File: src/rtl/ahb_zbt_sram_ctrl.sv
// AHB-Lite slave driving a ZBT SSRAM in flow-through or pipelined mode.
// Width, address span and read latency are parameters; oversize gets ERROR.
module ahb_zbt_sram_ctrl #(
    parameter int DW     = 32,
    parameter int AW     = 20,
    parameter int RD_LAT = 2
) (
    input  logic                    HCLK,
    input  logic                    HRESET,
    input  logic                    HSEL,
    input  logic                    HREADYIn,
    input  logic [1:0]              HTRANS,
    input  logic [2:0]              HSIZE,
    input  logic                    HWRITE,
    input  logic [31:0]             HADDR,
    input  logic [DW-1:0]           HWDATA,
    output logic [DW-1:0]           HRDATA,
    output logic                    HREADYOut,
    output logic [1:0]              HRESP,
    output logic                    SCLK,
    output logic [AW-$clog2(DW/8)-1:0] SADDR,
    output logic                    SnCE,
    output logic                    SnWR,
    output logic [DW/8-1:0]         SnWBYTE,
    output logic                    SADVnLD,
    output logic                    SMODE,
    output logic                    SnCKE,
    output logic                    SnOE,
    output logic                    SDATAEN,
    output logic [DW-1:0]           SWDATA,
    input  logic [DW-1:0]           SRDATA
);

    localparam int NB = DW / 8;
    localparam int BL = $clog2(NB);

    typedef enum logic [2:0] {
        S_IDLE,
        S_RWAIT,
        S_RD,
        S_WR,
        S_ERR1,
        S_ERR2
    } state_t;

    state_t          r_state;
    state_t          w_next;
    state_t          w_dec;
    logic            w_valid;
    logic            w_illegal;
    logic            w_cmd;
    logic [7:0]      w_szb;
    logic [BL-1:0]   w_off;
    logic            w_ready;
    logic [1:0]      w_resp;
    logic            w_unused;

    assign w_unused  = &{1'b0, HTRANS[0], HADDR[31:AW]};

    assign w_valid   = HSEL & HREADYIn & HTRANS[1];
    assign w_szb     = 8'(1) << HSIZE;
    assign w_illegal = w_valid & (w_szb > 8'(NB));
    assign w_cmd     = w_valid & ~w_illegal & ~HRESET;

    // lane base is the byte offset aligned down to the transfer size
    assign w_off = HADDR[BL-1:0] & ~(w_szb[BL-1:0] - BL'(1));

    assign SCLK    = HCLK;
    assign SADDR   = HADDR[AW-1:BL];
    assign SnCE    = ~w_cmd;
    assign SnWR    = ~(w_cmd & HWRITE);
    assign SADVnLD = 1'b0;
    assign SMODE   = 1'b0;
    assign SnCKE   = 1'b0;
    assign SnOE    = SDATAEN;
    assign HRDATA  = SRDATA;

    always_comb begin
        SnWBYTE = '1;
        for (int i = 0; i < NB; i++) begin
            if (w_cmd && HWRITE &&
                i >= int'(w_off) &&
                i < int'(w_off) + int'(w_szb)) begin
                SnWBYTE[i] = 1'b0;
            end
        end
    end

    always_comb begin
        w_dec = S_IDLE;
        if (w_valid && w_illegal) begin
            w_dec = S_ERR1;
        end else if (w_valid && !HWRITE) begin
            w_dec = (RD_LAT == 2) ? S_RWAIT : S_RD;
        end else if (w_valid && HWRITE) begin
            w_dec = S_WR;
        end
    end

    always_comb begin
        w_next  = w_dec;
        w_ready = 1'b1;
        w_resp  = 2'b00;
        unique case (r_state)
            S_RWAIT: begin
                w_ready = 1'b0;
                w_next  = S_RD;
            end
            S_ERR1: begin
                w_ready = 1'b0;
                w_resp  = 2'b01;
                w_next  = S_ERR2;
            end
            S_ERR2: begin
                w_resp  = 2'b01;
            end
            default: begin
                w_next  = w_dec;
            end
        endcase
    end

    assign HREADYOut = w_ready;
    assign HRESP     = w_resp;

    always_ff @(posedge HCLK) begin
        if (HRESET) begin
            r_state <= S_IDLE;
        end else begin
            r_state <= w_next;
        end
    end

    generate
        if (RD_LAT == 1) begin : g_ft
            assign SDATAEN = (r_state == S_WR);
            assign SWDATA  = SDATAEN ? HWDATA : '0;
        end else begin : g_pl
            logic          r_den;
            logic [DW-1:0] r_wdata;

            // one extra stage so write data lands with the SRAM's data slot
            always_ff @(posedge HCLK) begin
                if (HRESET) begin
                    r_den   <= 1'b0;
                    r_wdata <= '0;
                end else begin
                    r_den <= (r_state == S_WR);
                    if (r_state == S_WR) begin
                        r_wdata <= HWDATA;
                    end
                end
            end

            assign SDATAEN = r_den;
            assign SWDATA  = r_wdata;
        end
    endgenerate

endmodule

File: config.mk
export PLATFORM = sky130hd
export DESIGN_NAME = ahb_zbt_sram_ctrl
export DESIGN_NICKNAME = d
export VERILOG_FILES = /design/src/rtl/ahb_zbt_sram_ctrl.sv
export SDC_FILE = /design/constraint.sdc
export NUM_CORES = 1
export LEC_CHECK = 0
export BUFFER_PORTS_ARGS = -buffer_cell sky130_fd_sc_hd__buf_2
export CAP_MARGIN = 40
export CELL_PAD_IN_SITES_DETAIL_PLACEMENT = 0
export CELL_PAD_IN_SITES_GLOBAL_PLACEMENT = 1
export CORE_MARGIN = 5
export CORE_UTILIZATION = 24
export CTS_BUF_LIST = sky130_fd_sc_hd__clkbuf_4
export CTS_CLUSTER_SIZE = 16
export DETAILED_ROUTE_END_ITERATION = 6
export PLACE_DENSITY_LB_ADDON = 0.08
export SETUP_SLACK_MARGIN = 0.02
export SYNTH_ARGS = -nofsm -noshare
export SYNTH_HDL_FRONTEND = slang
export SYNTH_SLANG_ARGS = --single-unit
File: constraint.sdc
create_clock -name HCLK -period 2.7 [get_ports HCLK]
set_clock_uncertainty 0.1 [all_clocks]
set_input_delay 0.27 -clock HCLK [delete_from_list [all_inputs] [get_ports HCLK]]
set_output_delay 0.27 -clock HCLK [all_outputs]
set_load 0.05 [all_outputs]
==> flow_summary.toml, run 1 <==
[sta]
post-route-period-util_pct = 81.8
slew_headroom_pct = 64.2
worstMarginPinSlew_ns = 0.537
fin_ws_ns = 0.491
hold_viol_final = 0
fmax_ghz = 0.453
rsz0062_at_grt = "false"
slew_violations = 0
worst_hold_slack_ns = 0.0478
fin_crit_ns = 2.21
finalSetupViolCount = 0
fin_setup_tns_ns = 0

[job]
cap_violations = 0

[cells_and_area]
final_area_um2 = 2440
layout-drive-gt1-share_pct = 33.0
fillers = 882
stdcell_count = 414
final_nets = 418
synthToLayoutAreaGrowth_pct = 26.3
diodes = 0
multiInputGateArea_um2 = 718
finish.utilization_pct = 31.4
regArea_um2 = 721

[floorplan]
die_w_um = 99.7
initial_core_util_pct = 24.8
io_pins = 203
die_h_um = 99.7
core-area_um2 = 7770
die-area_um2 = 9930
rows = 32

[placed_design]
place_area_um2 = 2040
dp.cells = 371
gp_congestion = 0.681
io_buffers = 85
pre_cts_ws_ns = 0.472
dp_hpwl_um = 3490

[logic_synthesis]
synth_ff_type = "dfxtp_1"
seq_area_frac_synth_pct = 37.4
synth-simple-area-share_pct = 20.6
synth_fa_ha_area_share_pct = 0.649
ys_ff_latch = 36
synth_xor_xnor_area_share_pct = 0.908
synth_cells = 245
synth-edff-count = 0
syn_avg_cell_area_um2 = 7.87
async_flop_share_pct = 0
synth_mux_area_share_pct = 0
synth-compound-area-share_pct = 14.3
synth_top_family_by_area = "buffers and inverters"
yosys_warnings = 0
synth.lib_cells_used.distinct = 35
netlist_area_um2 = 1930

[worst_setup_path]
path_max_fanout = 7
worstRegToRegCells = 4
critPathLaunchType = "input pin"
regToRegStartpoint = "r_state[0]"
r2r_end = "SWDATA[11]"
r2r_slack_ns = 1.13
worst-setup-path-type = "input pin to primary output"
crit_required_ns = 2.33
endpoint_kind = "primary output"
crit_arrival_ns = 1.84

[clocking]
cts_setup_buffers = 0
tritoncts = "built"
cts_hold_buf = 32
clk_pin_slew_worst_paths_ns = 0.10
clock_latency_ns = 0.43
cts_resized = 0

[grt]
grt_pass1_wl_um = 8220
grt_pass1_vias = 1733
antenna_found_initial = 0
grt_max_degree = 39
overflow = 0
grtUsageTotal_pct = 10.2

[route]
vias = 1687
post_drt_wl_per_cell_um = 12.2
drt_iter0_drc = 48
antenna_left = 0
post-route-drc-count = 0
routed_wirelength_um = 5070
dr.pass1.iters = 4
vias_per_cell = 4.07

[pwr]
leakagePower_nw = 1.04
ir_drop_mv = 0.157
power.total_mw = 1.10
power.density_nw_per_um2 = 451

[run_status]
status = "finished, final reports clean"

[worst_hold_path]
hp-start = "HWRITE"
hold_path.class = "input pin to flop"
min_delay_worst_endpoint = "r_state[1]"
min_path_cells = 3
-- registers in the layout, indices dropped and copies added, names as in the netlist --
| name | count |
|---|---|
| SDATAEN | 1 |
| SWDATA | 32 |
| r_state | 3 |
-- cell usage in the layout (no fill, tap or decap), types with 2 or more instances in the layout --
cell type and n:
buf_2 85, nand2_1 67, dfxtp_1 36, a21oi_1 35, dlygate4sd3_1 32, clkbuf_4 9, nor2_1 4, conb_1 4
nand2b_1 3, and3b_1 3, o32ai_1 3, buf_4 3, nand3_1 2, nor3_1 2, nand3b_1 2
-- cells by family (layout without fill, tap and decap cells) --
kind of cell             after synthesis  after routing
adder cells (fa/ha/maj)                1              1
other                                  1              4
XOR/XNOR                               2              2
AO/OA/AOI/OAI                         46             46
buffers and inverters                 69            133
flip-flops                            36             36
AND/OR/NAND/NOR                       90             90
-- layer usage --
metal / wire [µm] / up-vias / share of wire [%] / global-route usage, %
met5: 0 / - / 0 / 0
met4: 94 / 0 / 1.9 / 5.04
met3: 503 / 17 / 9.9 / 4.00
met2: 2300 / 69 / 45 / 16.5
met1: 2170 / 730 / 43 / 11.8
li1: - / 871 / - / -
-- layout make-up --
type | instances | share of cell area [%]
flip-flops and latches | 36 | 29.6
clock inverters | 2 | 0.462
inverters | 1 | 0.154
clock buffers | 10 | 2.98
multi-input cells | 143 | 29.5
well taps | 102 | 5.24
repair buffers | 120 | 32.1
-- critical path, cell delays in order --
cell	delay (ns)
buf_2	0.14
nor3_1	0.27
and2_1	0.19
ha_1	0.19
and3b_1	0.19
o21bai_1	0.12
o211ai_1	0.18
buf_2	0.29
-- synth_stat cells, types with 3 or more instances --
master	n	area [µm²]
nand2b_1	3	18.8
a21oi_1	35	175
nor2_1	4	15.0
buf_2	4	20.0
and3b_1	3	26.3
o32ai_1	3	26.3
clkbuf_1	3	11.3
buf_6	3	33.8
dfxtp_1	36	721
buf_4	57	428
nand2_1	67	251
-- report_power, final --
part / internal, mW / switching, mW / leakage [nW] / total (mW)
Clock: 0.168 / 0.253 / 0.0471 / 0.422
Sequential: 0.534 / 0.00305 / 0.290 / 0.537
Combinational: 0.0686 / 0.0728 / 0.704 / 0.141
-- how the worst max path moves through the flow --
stage | start | to | slack, ns | cells after the start
after global placement | HSIZE[2] | SnWBYTE[2] | 0.45 | 8
final | HSIZE[2] | SnWBYTE[2] | 0.49 | 8
after global routing | HSIZE[0] | SnWBYTE[2] | 0.31 | 8
after floorplan | HSIZE[1] | SnWBYTE[2] | 0.32 | 7
after CTS | HSIZE[2] | SnWBYTE[2] | 0.47 | 8
after detailed placement | HSIZE[2] | SnWBYTE[2] | 0.47 | 8
Note: power is estimated with default switching activity, not from simulation.
==> inputs of run 2 (changes only) <==
--- a/config.mk
+++ b/config.mk
@@ -10,7 +10,7 @@
 export CELL_PAD_IN_SITES_DETAIL_PLACEMENT = 0
 export CELL_PAD_IN_SITES_GLOBAL_PLACEMENT = 1
 export CORE_MARGIN = 5
-export CORE_UTILIZATION = 24
+export CORE_UTILIZATION = 23
 export CTS_BUF_LIST = sky130_fd_sc_hd__clkbuf_4
 export CTS_CLUSTER_SIZE = 16
 export DETAILED_ROUTE_END_ITERATION = 6
==> constraint.sdc (replaced) <==
create_clock -name HCLK -period 2.3 [get_ports HCLK]
set_clock_uncertainty 0.1 [all_clocks]
set_input_delay 0.23 -clock HCLK [delete_from_list [all_inputs] [get_ports HCLK]]
set_output_delay 0.23 -clock HCLK [all_outputs]
set_load 0.05 [all_outputs]
==> run 2 against run 1 <==
Net effect: largest power group unchanged; largest cell class unchanged; utilization decreased by 1.4 points; critical path depth unchanged; wire length increased by 4.2%; final cell count increased by 1.2%; global-route usage about the same; via count increased by 1.1%.
==> flow_summary.toml, run 2 (same netlist as run 1, synthesis figures left out) <==
[worst_setup_path]
worstRegToRegCells = 4
critPathLaunchType = "input pin"
path_max_fanout = 7
regToRegStartpoint = "r_state[0]"
r2r_slack_ns = 0.98
crit_required_ns = 1.97
crit_arrival_ns = 1.72
endpoint_kind = "primary output"
r2r_end = "SWDATA[18]"
worst-setup-path-type = "input pin to primary output"

[run_status]
status = "finished, final reports clean"

[clocking]
clock_latency_ns = 0.45
clk_pin_slew_worst_paths_ns = 0.12
cts_setup_buffers = 0
tritoncts = "built"

[route]
top_layer = "met4"
vias = 1705
routed_wirelength_um = 5280
wl_met3_um = 489
vias_per_cell = 4.07
wl_met2_um = 2530
antenna_left = 0
dr.pass1.iters = 5
drt_iter0_drc = 38
met1_length_um = 2150
post_drt_wl_per_cell_um = 12.6
post-route-drc-count = 0

[cells_and_area]
layout-drive-gt1-share_pct = 33.4
largest_reg_flops = 32
final_nets = 420
diodes = 0
final_area_um2 = 2450
final_common_cell = "buf_2"
most-common-layout-cells = "85 x buf_2, 67 x nand2_1, 36 x dfxtp_1, 35 x a21oi_1, 33 x dlygate4sd3_1"
synthToLayoutAreaGrowth_pct = 27.0

[grt]
grt_max_degree = 39
overflow = 0
grt_pass1_wl_um = 8310
grtUsageTotal_pct = 10.3
antenna_found_initial = 0
grt_pass1_vias = 1729

[sta]
post-route-period-util_pct = 89.3
rsz0062_at_grt = "false"
fin_setup_tns_ns = 0
fin_crit_ns = 2.05
hold_viol_final = 0
fmax_ghz = 0.487
slew_violations = 0
finalSetupViolCount = 0

[floorplan]
die_w_um = 102
initial_core_util_pct = 23.6
die-area_um2 = 10300
io_pins = 203
die_h_um = 102
core-area_um2 = 8180
rows = 33

[placed_design]
dp_hpwl_um = 3680
gp_congestion = 0.735
place_area_um2 = 2040
io_buffers = 85

[job]
cap_violations = 0

[worst_hold_path]
hold_path.class = "input pin to flop"
hp-start = "HSIZE[2]"
min_path_cells = 4
min_delay_worst_endpoint = "r_state[0]"

[pwr]
ir_drop_mv = 0.184
power.density_nw_per_um2 = 533
power.total_mw = 1.31
leakagePower_nw = 1.05
==> run 2: cell count changes in the layout (fill, tap and decap cells not counted), sizes merged <==
cell	delta
buf	+1
dlygate4sd3	+1
==> run 2: worst max-delay path, stage by stage <==
cell and delay, ns:
buf_2 0.14, nor3_2 0.23, and2_1 0.17, ha_1 0.18
and3b_1 0.20, o21bai_1 0.12, o211ai_1 0.17, buf_2 0.29
==> run 2: how the worst max path moves through the flow <==
stage | start | end
after floorplan | HSIZE[1] | SnWBYTE[2]
after global placement | HSIZE[2] | SnWBYTE[2]
after detailed placement | HSIZE[2] | SnWBYTE[2]
after CTS | HWRITE | SnWBYTE[0]
after global routing | HSIZE[2] | SnWBYTE[2]
final | HSIZE[2] | SnWBYTE[2]
==> run 2: metal layers <==
layer | vias up | GRT usage [%]
met4 | 0 | 4.60
li1 | 875 | -
met1 | 735 | 11.6
met2 | 72 | 17.7
met5 | - | 0
met3 | 23 | 3.10
==> run 2: where the power goes <==
group          switching (mW)  leakage (nW)  internal (mW)
clock network           0.310        0.0471          0.198
registers             0.00378         0.290          0.627
logic                  0.0861         0.712         0.0816
==> run 2: final cells by class <==
class	instances	area (µm²)
clock buffer	10	72.6
clock inverter	2	11.3
fill	926	5720
inverter	1	3.75
multi-input combinational	143	723
sequential	36	721
tap	105	131
timing repair buffer	122	788
==> run 2: through the flow <==
step / cells / utilization (%) / setup slack (ns) / hold slack, ns
global placement: 375 / 25.0 / 0.228 / 0.340
CTS: 419 / 30.0 / 0.239 / 0.0927
floorplan: 248 / - / 0.0777 / 0.266
detailed placement: 375 / 25.0 / 0.266 / 0.345
finish: 419 / 30.0 / 0.247 / 0.107
global route: 419 / 30.0 / 0.144 / 0.123
==> run 2: repair_timing <==
item | in CTS | in global routing
hold endpoints to repair | 33 | 0
gates resized for setup | 0 | 0
hold buffers | 33 | 0
setup endpoints to repair | 0 | 0
==> inputs of run 3 (changes only) <==
--- a/config.mk
+++ b/config.mk
@@ -10,12 +10,11 @@
 export CELL_PAD_IN_SITES_DETAIL_PLACEMENT = 0
 export CELL_PAD_IN_SITES_GLOBAL_PLACEMENT = 1
 export CORE_MARGIN = 5
-export CORE_UTILIZATION = 23
+export CORE_UTILIZATION = 20
 export CTS_BUF_LIST = sky130_fd_sc_hd__clkbuf_4
 export CTS_CLUSTER_SIZE = 16
 export DETAILED_ROUTE_END_ITERATION = 6
 export PLACE_DENSITY_LB_ADDON = 0.08
-export SETUP_SLACK_MARGIN = 0.02
 export SYNTH_ARGS = -nofsm -noshare
 export SYNTH_HDL_FRONTEND = slang
 export SYNTH_SLANG_ARGS = --single-unit
==> constraint.sdc (replaced) <==
create_clock -name HCLK -period 1.7 [get_ports HCLK]
set_clock_uncertainty 0.1 [all_clocks]
set_input_delay 0.17 -clock HCLK [delete_from_list [all_inputs] [get_ports HCLK]]
set_output_delay 0.17 -clock HCLK [all_outputs]
set_load 0.05 [all_outputs]
==> run 3 against run 2 <==
Net effect: the flow now finishes with violations (setup timing); power rose by 47%; critical path depth did not move; combinational power rose by 52%; hold slack got worse by 0.040 ns; sequential share of layout area fell by 1.9 points; flip-flop and latch count did not move; setup slack got worse by 0.25 ns; non-clock buffer count rose by 6; global-route usage fell by 1.2 points; largest cell class unchanged; largest power group unchanged.
==> flow_summary.toml, run 3 (same netlist as run 1, synthesis figures left out) <==
[floorplan]
rows = 35
die-area_um2 = 11700
die_h_um = 108
io_pins = 203
die_w_um = 108
initial_core_util_pct = 20.7
core-area_um2 = 9330

[placed_design]
io_buffers = 85
gp_congestion = 0.688
dp_hpwl_um = 3830
dp.cells = 405

[grt]
grtUsageTotal_pct = 9.10
grt_max_degree = 25
grt_pass1_wl_um = 8450
antenna_found_initial = 0
grt_pass1_vias = 1746
overflow = 0

[route]
routed_wirelength_um = 5440
drt_iter0_drc = 55
dr.pass1.iters = 4
vias = 1735
post_drt_wl_per_cell_um = 12.1
post-route-drc-count = 0
vias_per_cell = 3.86
antenna_left = 0

[run_status]
violations = "setup timing"
status = "complete, but fails checks"

[worst_setup_path]
crit_arrival_ns = 1.43
crit_required_ns = 1.43
cp_slowest_stage_delay_ns = 0.22
endpoint_kind = "primary output"
critPathLaunchType = "input pin"
cp_cell_sequence = "buf_8, xnor2_2, nor3_2, ha_4, and3b_1, o21bai_2, o211ai_1, buf_4"
path_max_fanout = 3
critPathSlowestCell = "buf_4"
worst-setup-path-type = "input pin to primary output"

[sta]
post-route-period-util_pct = 100
rsz0062_at_grt = "true"
hold_viol_final = 0
fin_setup_tns_ns = -0.0000558
fmax_ghz = 0.588
fin_crit_ns = 1.70
fin_ws_ns = -0.0000558
finalSetupViolCount = 1
slew_violations = 0

[clocking]
cts_setup_buffers = 0
clock_latency_ns = 0.44
clk_pin_slew_worst_paths_ns = 0.11
tritoncts = "built"

[pwr]
ir_drop_mv = 0.281
power.density_nw_per_um2 = 729
leakagePower_nw = 1.11

[worst_hold_path]
hold_path.class = "input pin to flop"

[cells_and_area]
fillers = 1049
synthToLayoutAreaGrowth_pct = 36.1
largest_reg_flops = 32
final_nets = 426
layout-drive-gt1-share_pct = 36.6
final_common_cell = "buf_2"
diodes = 0
stdcell_count = 449
most-common-layout-cells = "77 x buf_2, 67 x nand2_1, 35 x dfxtp_1, 35 x a21oi_1, 33 x dlygate4sd3_1"

[job]
cap_violations = 0
run 3: changes by cell type in the layout (fill, tap and decap cells not counted), sizes merged:
cell      delta
clkinv       +1
clkbuf       +1
bufinv       +1
buf          +4
clkinvlp     -1
run 3: report_power, final:
part | switching, mW | total, mW | internal, mW
Clock | 0.413 | 0.807 | 0.394
Sequential | 0.00515 | 0.853 | 0.848
Combinational | 0.124 | 0.255 | 0.131
Total | 0.542 | 1.91 | 1.37
run 3: what timing repair did:
action	4_1_cts	5_1_grt
hold buffers	33	0
cloned	0	0
pin swaps	6	5
setup endpoints to repair	5	5
gates resized for setup	13	7
hold endpoints to repair	33	0
run 3: stage by stage:
| step | power [mW] | setup slack, ns | hold WS (ns) | instance area (µm²) | util [%] |
|---|---|---|---|---|---|
| after floorplan | 1.42 | -0.382 | 0.206 | 1950 | - |
| after global placement | 1.17 | -0.122 | 0.240 | 2120 | 22.8 |
| after detailed placement | 1.17 | -0.137 | 0.240 | 2120 | 22.8 |
| after CTS | 1.98 | -0.0306 | 0.0385 | 2610 | 27.9 |
| after global routing | 2.04 | -0.0707 | 0.0431 | 2630 | 28.1 |
| final | 1.91 | -0.0000558 | 0.0665 | 2630 | 28.1 |
run 3: final cells by class:
cell class	instances	area (µm²)	area share, %
Clock inverter	3	37.5	1.43
Clock buffer	9	65.1	2.48
Tap cell	129	161	6.15
Timing Repair Buffer	128	872	33.2
Inverter	1	3.75	0.143
Sequential cell	36	722	27.5
Multi-Input combinational cell	143	763	29.1
run 3: path summary, 6_finish.rpt:
path | cells after the start | start | to | slack (ns)
max | 8 | HSIZE[0] | SnWBYTE[2] | -0.00006
min | 3 | HWRITE | r_state[1] | 0.07
max reg2reg | 4 | r_state[2] | SWDATA[11] | 0.50
min reg2reg | 2 | SWDATA[4] | SWDATA[4] | 0.36
run 3: worst max-delay path: cells and delay by family:
family / cells / cell delay [ns]
xor+xnor: 1 / 0.13
compound gates: 2 / 0.25
buf+inv: 2 / 0.33
fa+ha+maj: 1 / 0.18
simple gates: 2 / 0.36
run 3: metal layers:
metal | wire (µm) | GRT usage (%) | vias to the layer above
li1 | - | - | 886
met1 | 2290 | 10.5 | 759
met2 | 2520 | 15.1 | 65
met3 | 504 | 3.16 | 25
met4 | 128 | 4.24 | 0
met5 | 0 | 0 | -
